## src/rtl/alu_ctrl_pkg.sv

```systemverilog
// Shared ALU op codes, sequencer state encoding and op classification helpers.
package alu_ctrl_pkg;

  localparam int ALU_OP_W = 5;

  localparam logic [ALU_OP_W-1:0] OP_LD   = 5'b00000;
  localparam logic [ALU_OP_W-1:0] OP_LDI  = 5'b00001;
  localparam logic [ALU_OP_W-1:0] OP_ST   = 5'b00010;
  localparam logic [ALU_OP_W-1:0] OP_ADD  = 5'b00011;
  localparam logic [ALU_OP_W-1:0] OP_SUB  = 5'b00100;
  localparam logic [ALU_OP_W-1:0] OP_AND  = 5'b00101;
  localparam logic [ALU_OP_W-1:0] OP_OR   = 5'b00110;
  localparam logic [ALU_OP_W-1:0] OP_ROR  = 5'b00111;
  localparam logic [ALU_OP_W-1:0] OP_ROL  = 5'b01000;
  localparam logic [ALU_OP_W-1:0] OP_SHR  = 5'b01001;
  localparam logic [ALU_OP_W-1:0] OP_SHRA = 5'b01010;
  localparam logic [ALU_OP_W-1:0] OP_SHL  = 5'b01011;
  localparam logic [ALU_OP_W-1:0] OP_ADDI = 5'b01100;
  localparam logic [ALU_OP_W-1:0] OP_ANDI = 5'b01101;
  localparam logic [ALU_OP_W-1:0] OP_MUL  = 5'b01110;
  localparam logic [ALU_OP_W-1:0] OP_DIV  = 5'b01111;
  localparam logic [ALU_OP_W-1:0] OP_ORI  = 5'b10000;
  localparam logic [ALU_OP_W-1:0] OP_NEG  = 5'b10001;
  localparam logic [ALU_OP_W-1:0] OP_NOT  = 5'b10010;

  typedef enum logic [2:0] {
    ST_IDLE  = 3'd0,
    ST_T_Y   = 3'd1,
    ST_T_ALU = 3'd2,
    ST_T_WL  = 3'd3,
    ST_T_WH  = 3'd4,
    ST_DONE  = 3'd5
  } state_t;

  // Mul/div produce a 64-bit Z that is written back as LO then HI.
  function automatic logic is_wide_op(input logic [ALU_OP_W-1:0] op_i);
    return (op_i == OP_MUL) || (op_i == OP_DIV);
  endfunction

endpackage

```

## src/rtl/onehot_dec.sv

```systemverilog
// Binary index to one-hot decoder with enable; all-zero output when disabled.
// Combinational, zero latency, no backpressure.
module onehot_dec #(
  parameter int IDX_W = 4,
  parameter int N     = 16
) (
  input  logic [IDX_W-1:0] idx_i,
  input  logic             en_i,
  output logic [N-1:0]     dec_o
);

  always_comb begin
    dec_o = '0;
    if (en_i) dec_o[idx_i] = 1'b1;
  end

endmodule

```

## src/rtl/alu_op_sequencer.sv

```systemverilog
// Register-register ALU microsequencer: Y-load, ALU, Z writeback, done pulse; outputs change on the falling edge.
// Accept-to-done 4 cycles (5 for mul/div); cmd_ready high only in IDLE, commands offered while busy are ignored.
module alu_op_sequencer
  import alu_ctrl_pkg::*;
#(
  parameter int NREG   = 16,
  parameter int RIDX_W = 4,
  parameter int OP_W   = ALU_OP_W
) (
  input  logic              Clock,
  input  logic              clear,
  input  logic              cmd_valid,
  output logic              cmd_ready,
  input  logic [OP_W-1:0]   cmd_op,
  input  logic [RIDX_W-1:0] cmd_ra,
  input  logic [RIDX_W-1:0] cmd_rb,
  input  logic [RIDX_W-1:0] cmd_rc,
  output logic [NREG-1:0]   Rout,
  output logic [NREG-1:0]   Rin,
  output logic              Yin,
  output logic              Zlowin,
  output logic              Zhighin,
  output logic              Zlowout,
  output logic              Zhighout,
  output logic              HIin,
  output logic              LOin,
  output logic [OP_W-1:0]   op,
  output logic              done
);

  state_t            state_q, state_d;
  logic [OP_W-1:0]   op_q, op_d;
  logic [RIDX_W-1:0] ra_q, ra_d, rb_q, rb_d, rc_q, rc_d;
  logic              wide_q, wide_d;

  logic              rout_en_d, rin_en_d;
  logic [RIDX_W-1:0] rout_idx_d;
  logic [NREG-1:0]   rout_d, rin_d;
  logic              op_drive_d;

  always_comb begin
    state_d = state_q;
    op_d    = op_q;
    ra_d    = ra_q;
    rb_d    = rb_q;
    rc_d    = rc_q;
    wide_d  = wide_q;
    case (state_q)
      ST_IDLE: begin
        if (cmd_valid) begin
          state_d = ST_T_Y;
          op_d    = cmd_op;
          ra_d    = cmd_ra;
          rb_d    = cmd_rb;
          rc_d    = cmd_rc;
          wide_d  = is_wide_op(cmd_op);
        end
      end
      ST_T_Y:   state_d = ST_T_ALU;
      ST_T_ALU: state_d = ST_T_WL;
      ST_T_WL:  state_d = wide_q ? ST_T_WH : ST_DONE;
      ST_T_WH:  state_d = ST_DONE;
      ST_DONE:  state_d = ST_IDLE;
      default:  state_d = ST_IDLE;
    endcase

    // Outputs are registered, so they are decoded from the state being entered.
    rout_en_d  = (state_d == ST_T_Y) || (state_d == ST_T_ALU);
    rout_idx_d = (state_d == ST_T_Y) ? rb_d : rc_d;
    rin_en_d   = (state_d == ST_T_WL) && !wide_d;
    op_drive_d = (state_d == ST_T_Y) || (state_d == ST_T_ALU) ||
                 (state_d == ST_T_WL) || (state_d == ST_T_WH);
  end

  onehot_dec #(.IDX_W(RIDX_W), .N(NREG)) u_rout_dec (
    .idx_i (rout_idx_d),
    .en_i  (rout_en_d),
    .dec_o (rout_d)
  );

  onehot_dec #(.IDX_W(RIDX_W), .N(NREG)) u_rin_dec (
    .idx_i (ra_d),
    .en_i  (rin_en_d),
    .dec_o (rin_d)
  );

  always_ff @(negedge Clock or posedge clear) begin
    if (clear) begin
      state_q   <= ST_IDLE;
      op_q      <= '0;
      ra_q      <= '0;
      rb_q      <= '0;
      rc_q      <= '0;
      wide_q    <= 1'b0;
      cmd_ready <= 1'b1;
      Rout      <= '0;
      Rin       <= '0;
      Yin       <= 1'b0;
      Zlowin    <= 1'b0;
      Zhighin   <= 1'b0;
      Zlowout   <= 1'b0;
      Zhighout  <= 1'b0;
      HIin      <= 1'b0;
      LOin      <= 1'b0;
      op        <= '0;
      done      <= 1'b0;
    end else begin
      state_q   <= state_d;
      op_q      <= op_d;
      ra_q      <= ra_d;
      rb_q      <= rb_d;
      rc_q      <= rc_d;
      wide_q    <= wide_d;
      cmd_ready <= (state_d == ST_IDLE);
      Rout      <= rout_d;
      Rin       <= rin_d;
      Yin       <= (state_d == ST_T_Y);
      Zlowin    <= (state_d == ST_T_ALU);
      Zhighin   <= (state_d == ST_T_ALU);
      Zlowout   <= (state_d == ST_T_WL);
      LOin      <= (state_d == ST_T_WL) && wide_d;
      Zhighout  <= (state_d == ST_T_WH);
      HIin      <= (state_d == ST_T_WH);
      op        <= op_drive_d ? op_d : '0;
      done      <= (state_d == ST_DONE);
    end
  end

endmodule
```

## config.mk

```make
export PLATFORM = sky130hd
export DESIGN_NAME = alu_op_sequencer
export DESIGN_NICKNAME = d
export VERILOG_FILES = /design/src/rtl/alu_ctrl_pkg.sv /design/src/rtl/onehot_dec.sv /design/src/rtl/alu_op_sequencer.sv
export SDC_FILE = /design/constraint.sdc
export NUM_CORES = 1
export LEC_CHECK = 0
export BUFFER_PORTS_ARGS = -buffer_cell sky130_fd_sc_hd__buf_2
export CAP_MARGIN = 20
export CELL_PAD_IN_SITES_DETAIL_PLACEMENT = 1
export CELL_PAD_IN_SITES_GLOBAL_PLACEMENT = 1
export CORE_MARGIN = 4
export CORE_UTILIZATION = 44
export CTS_CLUSTER_SIZE = 20
export DETAILED_ROUTE_END_ITERATION = 10
export GPL_TIMING_DRIVEN = 0
export PLACE_DENSITY_LB_ADDON = 0.1
export SLEW_MARGIN = 20
export SYNTH_ARGS = -nofsm -noshare
export SYNTH_HDL_FRONTEND = slang
export SYNTH_SLANG_ARGS = --single-unit
```

## constraint.sdc

```tcl
create_clock -name Clock -period 3.3 [get_ports Clock]
set_clock_uncertainty 0.1 [all_clocks]
set_input_delay 0.165 -clock Clock [delete_from_list [all_inputs] [get_ports Clock]]
set_output_delay 0.165 -clock Clock [all_outputs]
set_load 0.02 [all_outputs]
```

After elaboration in Yosys (flattened, before gate mapping):

Index checks and enable logic that the tools add are counted.

* register bits: 65
* bits of input ports: 20
* output and inout port bits: 46

* magnitude comparators: 4
* equal/unequal tests: 11
* mux-type cells: 21
* reductions and logical operators: 11

Operators with widths (number)
* $mux W16: 2
* $mux W4: 7
* $mux W5: 3
* $pmux W3 S5: 1
* $eq A3 B2 Y1 const B: 4
* $eq A5 B4 Y1 const B: 2
* $lt A4 B5 Y1 const B: 2
* $eq A3 B3 Y1 const B: 3
* $demux W1 S4: 2
* $ge A4 B1 Y1 const B: 2
* $eq A3 B1 Y1 const B: 2
* $logic_not A3 Y1: 2
* $mux W1: 5
* $logic_and A1 B1 Y1: 4
* $logic_or A1 B1 Y1: 4
* $mux W3: 1
* $logic_not A1 Y1: 1

Logic depth before layout (Yosys ltp):

* depth after elaboration: 9
* depth in mapped cells: 6
* depth with buffers taken out: 3

Modules after synthesis:

From an unflattened synthesis, not the netlist that was laid out.

* cell total of the unflattened synthesis: 183
* area total of the unflattened synthesis: 2227.1 um2

By module, submodules not included
* alu_op_sequencer: times used 1, cells each 137, area an instance 1989.4 um2
* onehot_dec (u_rin_dec): times used 1, cells each 23, area an instance 120.1 um2
* onehot_dec (u_rout_dec): times used 1, cells each 23, area an instance 117.6 um2

==> metrics.yaml <==
status: "completed"
most-common-layout-cells: "dfrtn_1, buf_2, nor2_1"
track_usage_pct: 17.88
clock_sinks: 61
cpPeakStageDelay_ps: 500
ir_drop_uv: 380.6
drive_gt1_share_pct: 37.88
htreeDepth: 3
slew-limit-headroom_pct: 53.63
cts_root_buf: "clkbuf_8"
end_kind: "output port"
r2r_slack_ps: 1520
placed_area_um2: 3040
die_h_um: 85.33
drc_errors: 0
hpwl_um: 4244
timing.critical_path.buf_inv: 1
drv_slew: 0
wl_per_cell_um: 16.29
drt-initial-drc-count: 32
path_cells: "buf_2"
antenna_cells: 0
cts_buffer_depth: 2
syn_nets: 237
r2r_start: "state_q[0]"
hold_class: "reg2reg"
cts_buffers: 9
synth_ff_type: "dfrtn_1"
io_buffers: 59
pin_count: 66
ff2ff_path_depth: 4
hold_buffers: 0
gr-total-overflow: 0
yosysWarnings: 0
antenna_found_initial: 0
multi_input_area_um2: 933.4
powerDensity_nw_per_um2: 875.4
seqPwrFrac_pct: 36.1
reg2reg_to: "Rout[6]"
setup_tns_ps: 0
worstSetupStartpoint: "cmd_ready"
nFillCells: 633
p_sw_mw: 1.020
cts_tree: "done"
worst-setup-path-type: "reg2out"
required_ps: 3030
cp.depth: 1
cts.clk_slew.worst_paths_ps: 50
netlist_instances: 217
intPower_mw: 1.826
grt_max_degree: 32
vias_per_cell: 5.022
cts_setup_buffers: 0
die_x_um: 85.33
comb_power_share_pct: 39.3
dr.pass1.iters: 4
vias: 1833
swShare_pct: 35.85
synth_edf_count: 0
avgSynthCellArea_um2: 12.13
p_clk_share_pct: 24.5
postRouteAntennaNets: 0
grt_pass1_vias: 1983
clock_latency_ps: 320
crit_end: "cmd_ready"
finalSetupViolations: 0
tightest_slew_ps: 694.1
max_cap_viol_count: 0
dieArea_um2: 7281
area_delta_synth_final_pct: 23.54
ys_ff_latch: 61
synthDistinctLibCells: 30
ys_seq_area_share_pct: 58.06
initial_core_util_pct: 46.64
fin_area_um2: 3251
cp-start-kind: "register"
core_um2: 5642
num_rows: 27
cts_resized: 0
cp_top_family: "flip-flops"
final-seq-area_um2: 1528
async_reset_ff_share_pct: 100.0
cp.arrival_ps: 2670
rsz0062_at_grt: "no"
grt_pass1_wl_um: 10120
nNetsFinal: 308
routed_wl_um: 5947
critPathMaxFanout: 1
place.gp.congestion: 0.7328
hold_viol_final: 0
cellLeakagePower_nw: 1.589
netlist_area_um2: 2631
crit_path_top_delay_cell: "dfstp_2"
==> cell usage after synthesis, drive strengths merged (3+ instances only) <==
library cell	count	area, µm²
nand3b	12	90.09
dfrtn	60	1501
mux2	20	266.5
nand3	6	30.03
nor2b	8	50.05
buf	21	155.1
nor3	6	30.03
nor3b	14	110.1
and2	3	18.77
inv	4	15.01
o21ai	6	33.78
mux2i	8	80.08
nor2	36	135.1
nand2	5	18.77
==> how the worst min path moves through the flow <==
stage / startpoint / endpoint / slack, ps / depth (start not counted)
after detailed placement: op_q[2] / op_q[2] / 340 / 1
after global routing: op_q[3] / op_q[3] / 360 / 1
after floorplan: wide_q / state_q[0] / 290 / 1
after global placement: wide_q / state_q[0] / 330 / 1
after CTS: op_q[4] / op_q[4] / 340 / 1
final: op_q[4] / op_q[4] / 350 / 1
==> power groups by stage <==
stage	Clock, mW	Sequential [mW]	Combinational (mW)
2_1_floorplan	0.00379	1.15	0.739
3_3_place_gp	0.00379	1.03	1.09
3_5_place_dp	0.00379	1.04	1.13
4_1_cts	0.709	1.03	1.14
5_1_grt	0.753	1.05	1.23
6_report	0.698	1.03	1.12
==> layer usage <==
metal / vias up / track usage [%] / part of all wire, % / wire, µm
li1: 858 / - / - / -
met4: 0 / 6.475 / 1.7 / 104
met2: 40 / 30.86 / 53 / 3129
met1: 923 / 21.80 / 41 / 2423
met5: - / 0 / 0 / 0
met3: 12 / 4.078 / 4.9 / 290
==> sequential cells by signal, indices dropped and copies added, names as in the netlist, 3 cells and up <==
name / cells
Rin: 16
Rout: 16
op: 5
op_q: 5
ra_q: 4
rc_q: 4
state_q: 3
==> cell type report <==
class | count | share of cell area (%)
Buffer | 21 | 4.773
Clock buffer | 10 | 4.234
Clock inverter | 7 | 2.348
Inverter | 3 | 0.4619
Multi-Input combinational cell | 131 | 28.71
Sequential cell | 61 | 47.00
Tap cell | 72 | 2.771
Timing Repair Buffer | 60 | 9.700
==> kinds of logic after synthesis <==
logic type      Yosys count  synth area share [%]
buf+inv                  25                 6.466
simple gates             95                 20.30
mux                      28                 13.17
compound gates            8                 1.997
flops                    61                 58.06
==> per-stage QoR <==
step	total power [mW]	std cells	utilization, %	setup slack, ps	hold slack (ps)
after floorplan	1.890	217	-	381.8	291.6
final	2.846	365	57.62	367.2	345.2
after detailed placement	2.171	349	53.89	94.19	339.7
after CTS	2.879	365	57.62	358.8	342.3
after global routing	3.031	365	57.62	338.1	355.4
after global placement	2.130	348	53.54	110.9	327.3
Power figures use the tool's default switching activity.
